[src/rtl/button_conditioner.sv]
// Push-button conditioner: 2-flop synchroniser, press/release debounce,
// long-press detection and optional ROLL auto-repeat while held.
module button_conditioner #(
  parameter int unsigned CNT_W           = 16,
  parameter int unsigned DEBOUNCE_CYCLES = 1000,
  parameter int unsigned LONG_CYCLES     = 50000,
  parameter int unsigned REPEAT_CYCLES   = 0
) (
  input  logic i_clk,
  input  logic RST,
  input  logic BTN_RAW,
  output logic ROLL,
  output logic LONG,
  output logic PRESSED
);

  localparam logic [CNT_W-1:0] DB_TC   = CNT_W'(DEBOUNCE_CYCLES);
  localparam logic [CNT_W-1:0] LONG_TC = CNT_W'(LONG_CYCLES - 1);
  localparam logic [CNT_W-1:0] REP_TC  =
    (REPEAT_CYCLES == 0) ? '0 : CNT_W'(REPEAT_CYCLES - 1);

  typedef enum logic [2:0] {
    IDLE       = 3'd0,
    DB_PRESS   = 3'd1,
    HELD       = 3'd2,
    REPEAT     = 3'd3,
    DB_RELEASE = 3'd4
  } state_e;

  state_e           state_q, state_d;
  logic             s1_q, s_q;
  logic [CNT_W-1:0] cnt_q, cnt_d;
  logic [CNT_W-1:0] save_q, save_d;
  logic             from_rep_q, from_rep_d;
  logic             roll_q, roll_d;
  logic             long_q, long_d;
  logic             pressed_q, pressed_d;

  // Next-state and output decode; pulses default low so they last one cycle.
  always_comb begin
    state_d    = state_q;
    cnt_d      = cnt_q;
    save_d     = save_q;
    from_rep_d = from_rep_q;
    roll_d     = 1'b0;
    long_d     = 1'b0;
    pressed_d  = pressed_q;

    case (state_q)
      IDLE: begin
        if (s_q) begin
          state_d = DB_PRESS;
          cnt_d   = CNT_W'(1);
        end
      end
      DB_PRESS: begin
        if (!s_q) begin
          state_d = IDLE;
          cnt_d   = '0;
        end else if (cnt_q == DB_TC) begin
          state_d   = HELD;
          roll_d    = 1'b1;
          pressed_d = 1'b1;
          cnt_d     = '0;
        end else begin
          cnt_d = cnt_q + CNT_W'(1);
        end
      end
      HELD: begin
        // Release is checked first so it beats a coincident LONG terminal count.
        if (!s_q) begin
          state_d    = DB_RELEASE;
          save_d     = cnt_q;
          from_rep_d = 1'b0;
          cnt_d      = CNT_W'(1);
        end else if (cnt_q == LONG_TC) begin
          state_d = REPEAT;
          long_d  = 1'b1;
          cnt_d   = '0;
        end else begin
          cnt_d = cnt_q + CNT_W'(1);
        end
      end
      REPEAT: begin
        if (!s_q) begin
          state_d    = DB_RELEASE;
          save_d     = cnt_q;
          from_rep_d = 1'b1;
          cnt_d      = CNT_W'(1);
        end else if (REPEAT_CYCLES != 0) begin
          if (cnt_q == REP_TC) begin
            roll_d = 1'b1;
            cnt_d  = '0;
          end else begin
            cnt_d = cnt_q + CNT_W'(1);
          end
        end
      end
      DB_RELEASE: begin
        // A short release glitch resumes the hold with its count intact.
        if (s_q) begin
          state_d = from_rep_q ? REPEAT : HELD;
          cnt_d   = save_q;
        end else if (cnt_q == DB_TC) begin
          state_d   = IDLE;
          pressed_d = 1'b0;
          cnt_d     = '0;
        end else begin
          cnt_d = cnt_q + CNT_W'(1);
        end
      end
      default: begin
        state_d = IDLE;
        cnt_d   = '0;
      end
    endcase
  end

  always_ff @(posedge i_clk) begin
    if (RST) begin
      s1_q       <= 1'b0;
      s_q        <= 1'b0;
      state_q    <= IDLE;
      cnt_q      <= '0;
      save_q     <= '0;
      from_rep_q <= 1'b0;
      roll_q     <= 1'b0;
      long_q     <= 1'b0;
      pressed_q  <= 1'b0;
    end else begin
      s1_q       <= BTN_RAW;
      s_q        <= s1_q;
      state_q    <= state_d;
      cnt_q      <= cnt_d;
      save_q     <= save_d;
      from_rep_q <= from_rep_d;
      roll_q     <= roll_d;
      long_q     <= long_d;
      pressed_q  <= pressed_d;
    end
  end

  assign ROLL    = roll_q;
  assign LONG    = long_q;
  assign PRESSED = pressed_q;

endmodule

[config.mk]
export PLATFORM = sky130hd
export DESIGN_NAME = button_conditioner
export DESIGN_NICKNAME = d
export VERILOG_FILES = /design/src/rtl/button_conditioner.sv
export SDC_FILE = /design/constraint.sdc
export NUM_CORES = 1
export LEC_CHECK = 0
export ABC_AREA = 1
export BUFFER_PORTS_ARGS = -buffer_cell sky130_fd_sc_hd__buf_2
export CELL_PAD_IN_SITES_DETAIL_PLACEMENT = 1
export CELL_PAD_IN_SITES_GLOBAL_PLACEMENT = 1
export CORE_ASPECT_RATIO = 0.6
export CORE_UTILIZATION = 35
export DETAILED_ROUTE_END_ITERATION = 12
export HOLD_SLACK_MARGIN = 0.1
export PLACE_DENSITY_LB_ADDON = 0.05
export SLEW_MARGIN = 20
export SYNTH_ARGS = -nofsm -noshare
export SYNTH_HDL_FRONTEND = slang
export SYNTH_SLANG_ARGS = --single-unit
[constraint.sdc]
create_clock -name i_clk -period 1.6 [get_ports i_clk]
set_input_delay 0 -clock i_clk [delete_from_list [all_inputs] [get_ports i_clk]]
set_output_delay 0 -clock i_clk [all_outputs]
set_load 0.005 [all_outputs]
Yosys cells after proc, flatten, opt, wreduce, memory -nomap -nowiden
Cells that the tools add are included.
{"block": "word_totals", "ff_bits": 41, "out_inout_bits": 3, "wordCells": 68}
{"block": "op_classes", "add_sub_neg": 1, "n_eq_ne": 16, "mux": 28, "bitwise": 3, "n_reduce_logical": 11}
{"cell": "$mux 16", "n": 7}
{"cell": "$pmux 16 s5", "n": 1}
{"cell": "$mux 3", "n": 8}
{"cell": "$add 16x1->16 const B", "n": 1}
{"cell": "$eq 16x10->1 const B", "n": 1}
{"cell": "$eq 16x16->1 const B", "n": 1}
{"cell": "$pmux 3 s5", "n": 1}
{"cell": "$ne 2x2->1 const B", "n": 7}
{"cell": "$reduce_and 5->1", "n": 2}
{"cell": "$mux 1", "n": 9}
{"cell": "$ne 3x3->1 const B", "n": 3}
{"cell": "$eq 3x2->1 const B", "n": 2}
{"cell": "$reduce_or 3->1", "n": 2}
{"cell": "$pmux 1 s2", "n": 2}
{"cell": "$reduce_and 2->1", "n": 2}
{"cell": "$reduce_bool 2->1", "n": 2}
{"cell": "$eq 3x1->1 const B", "n": 1}
{"cell": "$eq 3x3->1 const B", "n": 1}
{"cell": "$logic_not 3->1", "n": 1}
{"cell": "$not 1->1", "n": 3}
{"cell": "$reduce_and 3->1", "n": 1}
{"cell": "$reduce_or 2->1", "n": 1}

Logic depth before layout (Yosys ltp)
Gate-level depths: netlist of run 1.
{"block": "depth", "depth_word": 4, "ltp_mapped": 13}

Least setup slack after synthesis of run 1
No wires, ideal clock.
{"block": "synth_timing", "path_type": "flip-flop to flip-flop", "from": "register cnt_q[0]", "to": "register cnt_q[11]", "setup_time_ns": 0.109, "t_arrival_ns": 1.376, "required_time_ns": 1.491, "setup_slack_ns": 0.115, "stages_incl_launch_ff": 12, "n_path_buf": 1, "period_less_slack_ns": 1.485, "cell_sequence": "dfxtp_1 ha_1 nand3_2 nor2_2 nand2_2 nand3_2 nand2_4 buf_12 nand2_2 nand3_2 nand2_1 inv_1"}
{"block": "synth_via", "elab_chain_len": 4, "elab_cells_between_ends": 9}
{"element": "start, declared", "line": "32", "source": "logic [CNT_W-1:0] cnt_q, cnt_d;"}
{"element": "start signal, assigned", "line": "134", "source": "cnt_q <= cnt_d;"}
{"element": "$add 16x1->16, or another cell as far along", "line": "66, 81, 109"}
{"element": "$mux 16 (on tied branches)", "line": "60, 104, 76"}
{"element": "$mux 16 (on tied branches)", "line": "101, 57, 71"}
{"element": "$pmux 16 s5 (*)", "line": "49", "source": "case (state_q)"}
Mark *: on every way between the ends. The rest lies on a longest branch, timed or not.
A chain may end at the register's enable or synchronous reset.

Worst setup path in the final report of run 1
{"block": "layout_timing", "from": "register cnt_q[0]", "to": "register state_q[1]"}
{"block": "layout_via", "elab_chain_len": 3, "elab_cells_between_ends": 6}
{"element": "$eq 16x10->1 / $eq 16x16->1 (equally long branches)", "line": "60, 104, 76"}
{"element": "$ne 3x3->1 (no source line)"}
{"element": "$reduce_and 5->1 (no source line) (*)"}
{"element": "end signal, assigned", "line": "133", "source": "state_q <= state_d;"}
{"element": "end, declared", "line": "30", "source": "state_e state_q, state_d;"}
Marked as above.

==> results.cfg, run 1 <==
[status]
status = complete, no violations

[floorplanning]
dieHeight_um = 63.9
dieArea_sq_mm = 0.00672
ios = 6
num_rows = 22
coreArea_sq_mm = 0.00614
die_width_um = 105
initial_utilization_pct = 36.4

[grt]
grt_max_degree = 33
grt_use_total_pct = 19.7
grt_remaining_overflow = 0
grt_antenna_before_repair = 0
grt_first_pass_wirelength_um = 10400
grt_pass1_vias = 2081

[sta]
whs_ns = 0.413
post-route-period-util_pct = 95.7
max_freq_mhz = 653
fin_setup_tns_ns = 0
rsz0062_at_grt = true
worst_pin_slew_ns = 0.317
drv_slew = 0
relSlewSlack_pct = 78.9
clock_skew_ns = 0.00686
hold_viol = 0
finalSetupViolCount = 0
period_needed_ns = 1.53

[min_path]
hp-class = reg -> reg
hold_depth = 2

[power]
p_leak_nw = 1.24
peakVddDrop_mv = 0.317
p_per_area_mw_per_mm2 = 753
fin_total_pwr_mw = 2.00

[synth]
ys_types = 26
ys_seq_area_share_pct = 36.7
avgSynthCellArea_sq_um = 6.62
yosysMostFrequentCell = nand2_1
yosys_warnings = 0
yosysTopAreaCell = dfxtp_1
syn-instance-count = 338
mappedNetlistArea_sq_mm = 0.00224
synth_fp_nets = 343
yosysTopAreaCellShare_pct = 36.7
synth_flop_cell = dfxtp_1
synth_edf_count = 0
async_flop_share_pct = 0
synth.area.top_cells = dfxtp_1 (37%), nand2_1 (15%), inv_1 (8.9%)
ys_seq_elements = 41
synth_common_cells = nand2_1 (89), inv_1 (53), dfxtp_1 (41)

[clock_network]
clk_pin_slew_ns = 0.08
root_buffer = clkbuf_8
htreeDepth = 2
cts.sinks = 41
clockBufferDepth = 2
insertion_delay_ns = 0.30
cts_tree = yes
cts_buffers = 5

[detailed_routing]
ant_nets = 0
routed_wl_um = 6000
drc = 0
drtIter0Drc = 68
avgViaCountPerCell = 4.70
wire_per_inst_um = 13.4
first_pass_iters = 4
vias = 2107

[worst_setup_path]
reg2reg_to = state_q[1]
r2r_slack_ns = 0.07
worst_setup_path_end_kind = flop
worst_ep_required_time_ns = 1.78
r2r-start = cnt_q[0]
worstSetupStartpoint = cnt_q[0]
worstSetupEndpoint = state_q[1]
critPathLaunchType = flop
r2r_cells = 10
critical_path_class = reg -> reg
arrival_ns = 1.72
cp_max_fo = 5

[layout]
synthToLayoutAreaGrowth_pct = 19.0
drive_gt1_share_pct = 21.7
insertedDiodeCount = 0
final_nets = 368

[placement]
gp_congestion = 0.794
io_buffers = 5
dp_hpwl_um = 4370

[flow_run]
max-cap-violations = 0
==> registers in the layout (all words and copies together), names as in the netlist <==
| register | count |
|---|---|
| ROLL | 1 |
| s1_q | 1 |
| cnt_q | 16 |
| from_rep_q | 1 |
| s_q | 1 |
| LONG | 1 |
| save_q | 16 |
| PRESSED | 1 |
| state_q | 3 |
==> report_power, final <==
group | switching (mW) | leakage (nW) | total (mW) | internal, mW
Clock | 0.377 | 0.0542 | 0.768 | 0.391
Sequential | 0.0193 | 0.336 | 1.05 | 1.04
Combinational | 0.118 | 0.851 | 0.180 | 0.0620
Total | 0.515 | 1.24 | 2.00 | 1.49
==> layout make-up <==
class                           count  area (sq um)
Multi-Input combinational cell    229          1190
Tap cell                           84           105
Inverter                           57           216
Clock buffer                        7          96.3
Fill cell                         815          3480
Sequential cell                    41           836
Timing Repair Buffer               29           213
Clock inverter                      1          5.00
==> critical path, stage by stage (launching register included) <==
cell and delay (ns):
dfxtp_2 0.36, inv_1 0.08, ha_1 0.18, nand3_2 0.11, nor2_2 0.10, nand2_2 0.08, nand2_4 0.15, buf_4 0.14
nand3_1 0.09, nand2_1 0.08, a21oi_1 0.06
==> cells by family (layout without fill, tap and decap cells) <==
group                      after synthesis  count (layout)  share of synthesized area (%)
AOI/OAI and AO/OA                       42              42                           9.68
xor gates and xnor gates                11              11                           4.31
adders and majority gates                2               2                           1.12
DFF                                     41              41                           36.7
buffers and inverters                   69              94                           12.8
and+or+nand+nor                        173             174                           35.4
==> worst min-delay path by stage <==
stage / startpoint / endpoint / slack [ns]
after floorplan: BTN_RAW / s1_q / 0.11
after global placement: BTN_RAW / s1_q / 0.20
after detailed placement: BTN_RAW / s1_q / 0.23
after CTS: s1_q / s_q / 0.41
after global routing: s1_q / s_q / 0.43
final: s1_q / s_q / 0.41
==> metrics by stage <==
stage                     instance area [sq um]  instances  util [%]  setup slack [ns]
after CTS                                  2590        446      42.2           0.00827
final                                      2660        448      43.3            0.0696
after floorplan                            2240        338         -             0.115
after global routing                       2660        448      43.3           -0.0109
after detailed placement                   2440        435      39.8           -0.0587
after global placement                     2440        435      39.8         -0.000212
==> layer usage <==
| metal | wire, um | share of wire (%) | track usage [%] |
|---|---|---|---|
| met3 | 150 | 2.5 | 3.98 |
| met2 | 2350 | 39 | 28.4 |
| met1 | 3440 | 57 | 29.4 |
| met4 | 50 | 0.83 | 5.28 |
| met5 | 0 | 0 | 0 |
==> cell usage in the layout (no fill, tap or decap), types with 5 or more instances in the layout <==
| cell | instances |
|---|---|
| buf_4 | 21 |
| clkbuf_8 | 7 |
| nand2_1 | 88 |
| xor2_1 | 9 |
| a21oi_1 | 23 |
| dfxtp_2 | 9 |
| inv_1 | 52 |
| dfxtp_1 | 31 |
| nor2_1 | 20 |
| nand2_2 | 16 |
| buf_2 | 5 |
| o21ai_0 | 17 |
| nor2_2 | 7 |
| nand3_1 | 28 |
==> timing repair <==
action	CTS	global route
cloned	0	1
pin swaps	0	4
endpoints found under the setup margin	15	17
resized for setup	5	18
endpoints found under the hold margin	9	0
buffers inserted	0	1
hold buffers	3	0
No activity file was read; power rests on OpenSTA's default activity.
==> run 2: changes to the inputs <==
--- a/config.mk
+++ b/config.mk
@@ -11,6 +11,7 @@
 export CELL_PAD_IN_SITES_GLOBAL_PLACEMENT = 1
 export CORE_ASPECT_RATIO = 0.6
 export CORE_UTILIZATION = 35
+export CTS_BUF_LIST = sky130_fd_sc_hd__clkbuf_8 sky130_fd_sc_hd__clkbuf_16
 export DETAILED_ROUTE_END_ITERATION = 12
 export HOLD_SLACK_MARGIN = 0.1
 export PLACE_DENSITY_LB_ADDON = 0.05
==> constraint.sdc (replaced) <==
create_clock -name i_clk -period 1.5 [get_ports i_clk]
set_input_delay 0 -clock i_clk [delete_from_list [all_inputs] [get_ports i_clk]]
set_output_delay 0 -clock i_clk [all_outputs]
set_load 0.005 [all_outputs]
==> run 2 against run 1 <==
Global-route usage is 1.5 points higher. Clock power up 23%. Non-clock buffer count up 17. Clock skew about the same. Register-to-register slack got worse by 0.06 ns. Maximum frequency rose by 2.7%. Core utilization up 4.8 points. Setup slack got worse by 0.060 ns. Critical path type unchanged. Largest cell class unchanged. Highest routed layer unchanged.
==> results.cfg, run 2 (synthesis gave the netlist of run 1 again) <==
[grt]
grt_max_degree = 33
grt_pass1_vias = 2201
grt_remaining_overflow = 0
grt_use_total_pct = 21.1
grt_antenna_before_repair = 0
grt_first_pass_wirelength_um = 11100

[sta]
clock_skew_ns = 0.00682
relSlewSlack_pct = 78.6
drv_slew = 0
hold_viol = 0
max_freq_mhz = 671
worst_pin_slew_ns = 0.321
post-route-period-util_pct = 99.4
rsz0062_at_grt = true
period_needed_ns = 1.49
finalSetupViolCount = 0

[worst_setup_path]
worst_setup_path_end_kind = flop
cp_max_fo = 7
worst_ep_required_time_ns = 1.69
arrival_ns = 1.68
critPathLaunchType = flop
r2r_cells = 10
r2r-start = cnt_q[1]
worstSetupStartpoint = cnt_q[1]
critical_path_class = reg -> reg

[placement]
placed_area_sq_mm = 0.00256
io_buffers = 5
dp_hpwl_um = 4550
gp_congestion = 0.818

[layout]
drive_gt1_share_pct = 31.0
top_regs = cnt_q x16, save_q x16, state_q x3
mostFrequentLayoutCells = nand2_1 (82), inv_1 (49), buf_4 (37)
layout_commonest_cell = nand2_1
final_cell_area_sq_mm = 0.00295
synthToLayoutAreaGrowth_pct = 32.1
insertedDiodeCount = 0
final_nets = 385

[floorplanning]
coreArea_sq_mm = 0.00614
dieHeight_um = 63.9
die_width_um = 105
dieArea_sq_mm = 0.00672
initial_utilization_pct = 36.4
num_rows = 22
ios = 6

[detailed_routing]
drc = 0
first_pass_iters = 4
ant_nets = 0
avgViaCountPerCell = 4.61
wire_per_inst_um = 13.9
vias = 2143
drtIter0Drc = 69
routed_wl_um = 6450

[status]
status = complete, no violations

[flow_run]
max-cap-violations = 0

[clock_network]
insertion_delay_ns = 0.29
cts.sinks = 41
clk_pin_slew_ns = 0.08
clockBufferDepth = 2
root_buffer = clkbuf_8
cts_tree = yes
htreeDepth = 2
cts_buffers = 5

[power]
fin_total_pwr_mw = 2.29
p_per_area_mw_per_mm2 = 775
p_leak_nw = 1.45
peakVddDrop_mv = 0.536

[min_path]
hp-class = reg -> reg
hold_start = s1_q
hold_depth = 2
run 2: worst paths after layout:
check,slack [ns],to
setup / recovery,0.009,cnt_q[8]
hold / removal,0.41,s_q
setup reg to reg,0.009,cnt_q[8]
hold reg to reg,0.41,s_q
run 2: final cells by class:
type,count,area [sq um]
clock buffers,6,82.6
clock inverters,2,33.8
fillers,800,3190
inverters,57,219
multi-input cells,229,1320
flip-flops and latches,41,845
well taps,84,105
repair buffers,46,344
run 2: stage by stage:
step	hold WS, ns	utilization, %	worst slack (ns)	std cells	TNS [ns]
finish	0.413	48.1	0.00942	465	0
global route	0.436	48.1	-0.0790	465	-1.06
CTS	0.411	45.3	0.00202	463	0
detailed placement	0.229	41.8	-0.107	451	-1.39
global placement	0.198	41.8	-0.133	451	-1.67
floorplan	0.107	-	0.0152	338	0
run 2: power by group:
| part | total, mW | switching, mW | internal, mW |
|---|---|---|---|
| Sequential | 1.12 | 0.0228 | 1.10 |
| Combinational | 0.225 | 0.139 | 0.0856 |
| Clock | 0.941 | 0.404 | 0.537 |
run 2: critical path, stage by stage, from the launching register on:
cell	delay, ns
dfxtp_4	0.39
ha_4	0.16
nand3_4	0.12
nor2_4	0.10
nand2_2	0.09
nand3_4	0.17
nand2_8	0.12
nand2_4	0.09
nand3_2	0.06
nand2_1	0.06
inv_1	0.04
run 2: layer usage:
metal	vias to the layer above	part of all wire, %	track usage [%]
li1	1131	-	-
met1	989	56	31.1
met2	19	41	32.1
met3	4	2.9	4.29
met4	0	0.74	3.52
met5	-	0	0
run 2: repair_timing:
item,4_1_cts,5_1_grt
buffers inserted,0,2
hold buffers,3,0
setup endpoints to repair,18,21
hold endpoints to repair,9,0
cloned,1,0
pin swaps,3,17
gates resized for setup,14,47
==> run 3: changes to the inputs <==
--- a/config.mk
+++ b/config.mk
@@ -7,6 +7,7 @@
 export LEC_CHECK = 0
 export ABC_AREA = 1
 export BUFFER_PORTS_ARGS = -buffer_cell sky130_fd_sc_hd__buf_2
+export CAP_MARGIN = 30
 export CELL_PAD_IN_SITES_DETAIL_PLACEMENT = 1
 export CELL_PAD_IN_SITES_GLOBAL_PLACEMENT = 1
 export CORE_ASPECT_RATIO = 0.6
@@ -14,7 +15,7 @@
 export CTS_BUF_LIST = sky130_fd_sc_hd__clkbuf_8 sky130_fd_sc_hd__clkbuf_16
 export DETAILED_ROUTE_END_ITERATION = 12
 export HOLD_SLACK_MARGIN = 0.1
-export PLACE_DENSITY_LB_ADDON = 0.05
+export PLACE_DENSITY = 0.61
 export SLEW_MARGIN = 20
 export SYNTH_ARGS = -nofsm -noshare
 export SYNTH_HDL_FRONTEND = slang
==> run 3 against run 2 <==
Core utilization increased by 0.98 points. Clock skew increased by 0.0012 ns. Die area unchanged. Final area increased by 2.0%. Non-clock buffer count decreased by 1. Setup slack got worse by 0.0040 ns. Via count decreased by 1.1%. Routed wire length increased by 1.6%. Hold slack got worse by 0.0026 ns. Largest cell class unchanged. Highest routed layer unchanged.
==> results.cfg, run 3 (synthesis gave the netlist of run 1 again) <==
[status]
status = complete, no violations

[placement]
gp_congestion = 0.792
dp_cells = 445
io_buffers = 5
dp_hpwl_um = 4600

[sta]
fin_setup_tns_ns = 0
rsz0062_at_grt = true
clock_skew_ns = 0.00803
relSlewSlack_pct = 80.9
period_needed_ns = 1.49
hold_viol = 0
post-route-period-util_pct = 99.6
drv_slew = 0
max_freq_mhz = 669
finalSetupViolCount = 0
worst_pin_slew_ns = 0.286

[floorplanning]
dieArea_sq_mm = 0.00672
initial_utilization_pct = 36.4
coreArea_sq_mm = 0.00614
dieHeight_um = 63.9
die_width_um = 105
num_rows = 22
ios = 6

[grt]
grt_use_total_pct = 20.7
grt_max_degree = 33
use_met2_pct = 29.0
use_met1_pct = 31.7
grt_pass1_vias = 2075
grt_busiest_layer = met1
grt_first_pass_wirelength_um = 10800
grt_antenna_before_repair = 0
grt_remaining_overflow = 0
met3_usage_pct = 3.98

[detailed_routing]
routed_wl_um = 6560
drtIter0Drc = 79
wire_per_inst_um = 14.1
ant_nets = 0
vias = 2119
first_pass_iters = 4
drc = 0
avgViaCountPerCell = 4.57

[clock_network]
cts_buffers = 5
root_buffer = clkbuf_8
cts_tree = yes
clk_pin_slew_ns = 0.09
cts.sinks = 41
htreeDepth = 2
insertion_delay_ns = 0.30
clockBufferDepth = 2

[worst_setup_path]
critical-path-max-stage-delay_ns = 0.38
critPathLaunchType = flop
worst_ep_required_time_ns = 1.69
slowest_stage = dfxtp_4
arrival_ns = 1.68
worst_setup_path_end_kind = flop
critical_path_class = reg -> reg
cp_max_fo = 4
crit_buf_inv = 2
crit_family = simple AND/OR/NAND/NOR gates
crit_chain = inv_4 -> ha_4 -> nand3_4 -> nor2_4 -> nand2_2 -> nand2_4 -> buf_6 -> nand2_4 -> nand2_2 -> nand2_1 -> nand2_1 -> a21oi_1

[layout]
top_regs = cnt_q x16, save_q x16, state_q x3
mostFrequentLayoutCells = nand2_1 (82), inv_1 (49), buf_4 (33)
layout.cells.non_filler = 464
insertedDiodeCount = 0
synthToLayoutAreaGrowth_pct = 34.8
final_nets = 384
drive_gt1_share_pct = 32.6
layout_commonest_cell = nand2_1

[power]
p_leak_nw = 1.53
peakVddDrop_mv = 0.398
p_per_area_mw_per_mm2 = 758

[flow_run]
max-cap-violations = 0

[min_path]
hp-class = reg -> reg
## run 3: cell type report
| type | instances | area (sq um) |
|---|---|---|
| fill | 799 | 3130 |
| tap | 84 | 105 |
| sequential | 41 | 846 |
| multi-input combinational | 229 | 1360 |
| clock inverter | 3 | 46.3 |
| timing repair buffer | 45 | 365 |
| clock buffer | 5 | 68.8 |
| inverter | 57 | 224 |
## run 3: tightest hold or removal path, cell delays in order (launching register included)
cell and delay (ns):
dfxtp_1 0.31, inv_1 0.04, nor2_1 0.03
## run 3: through the flow
step | setup WS, ns | instance area (sq um) | total power, mW | utilization [%] | hold WS (ns)
2_1_floorplan | 0.0152 | 2240 | 1.27 | - | 0.107
3_3_place_gp | -0.0708 | 2540 | 1.35 | 41.4 | 0.206
3_5_place_dp | -0.119 | 2540 | 1.35 | 41.4 | 0.218
4_1_cts | 0.00738 | 2750 | 2.29 | 44.8 | 0.421
5_1_grt | -0.0672 | 3010 | 2.39 | 49.1 | 0.437
6_report | 0.00541 | 3010 | 2.28 | 49.1 | 0.411
## run 3: metal layers
layer / part of all wire, % / wire length (um)
met3: 2.2 / 147
met5: 0 / 0
met2: 40 / 2640
met1: 57 / 3720
met4: 0.76 / 50
## run 3: final timing paths
kind                  from  endpoint  slack [ns]  depth (start not counted)
hold reg to reg       s1_q       s_q        0.41                          2
hold / removal        s1_q       s_q        0.41                          2
setup reg to reg  cnt_q[1]  cnt_q[0]       0.005                         12
setup / recovery  cnt_q[1]  cnt_q[0]       0.005                         12
## run 3: what timing repair did
item / 4_1_cts / 5_1_grt
setup endpoints to repair: 18 / 19
buffers inserted: 1 / 6
hold endpoints to repair: 9 / 0
resized for setup: 13 / 61
pin swaps: 5 / 23
hold buffers: 3 / 0
cloned: 1 / 0
## run 3: report_power, final
part | internal [mW] | switching (mW) | total, mW
logic | 0.0926 | 0.146 | 0.239
registers | 1.10 | 0.0241 | 1.13
clock network | 0.498 | 0.420 | 0.919
total | 1.69 | 0.590 | 2.28
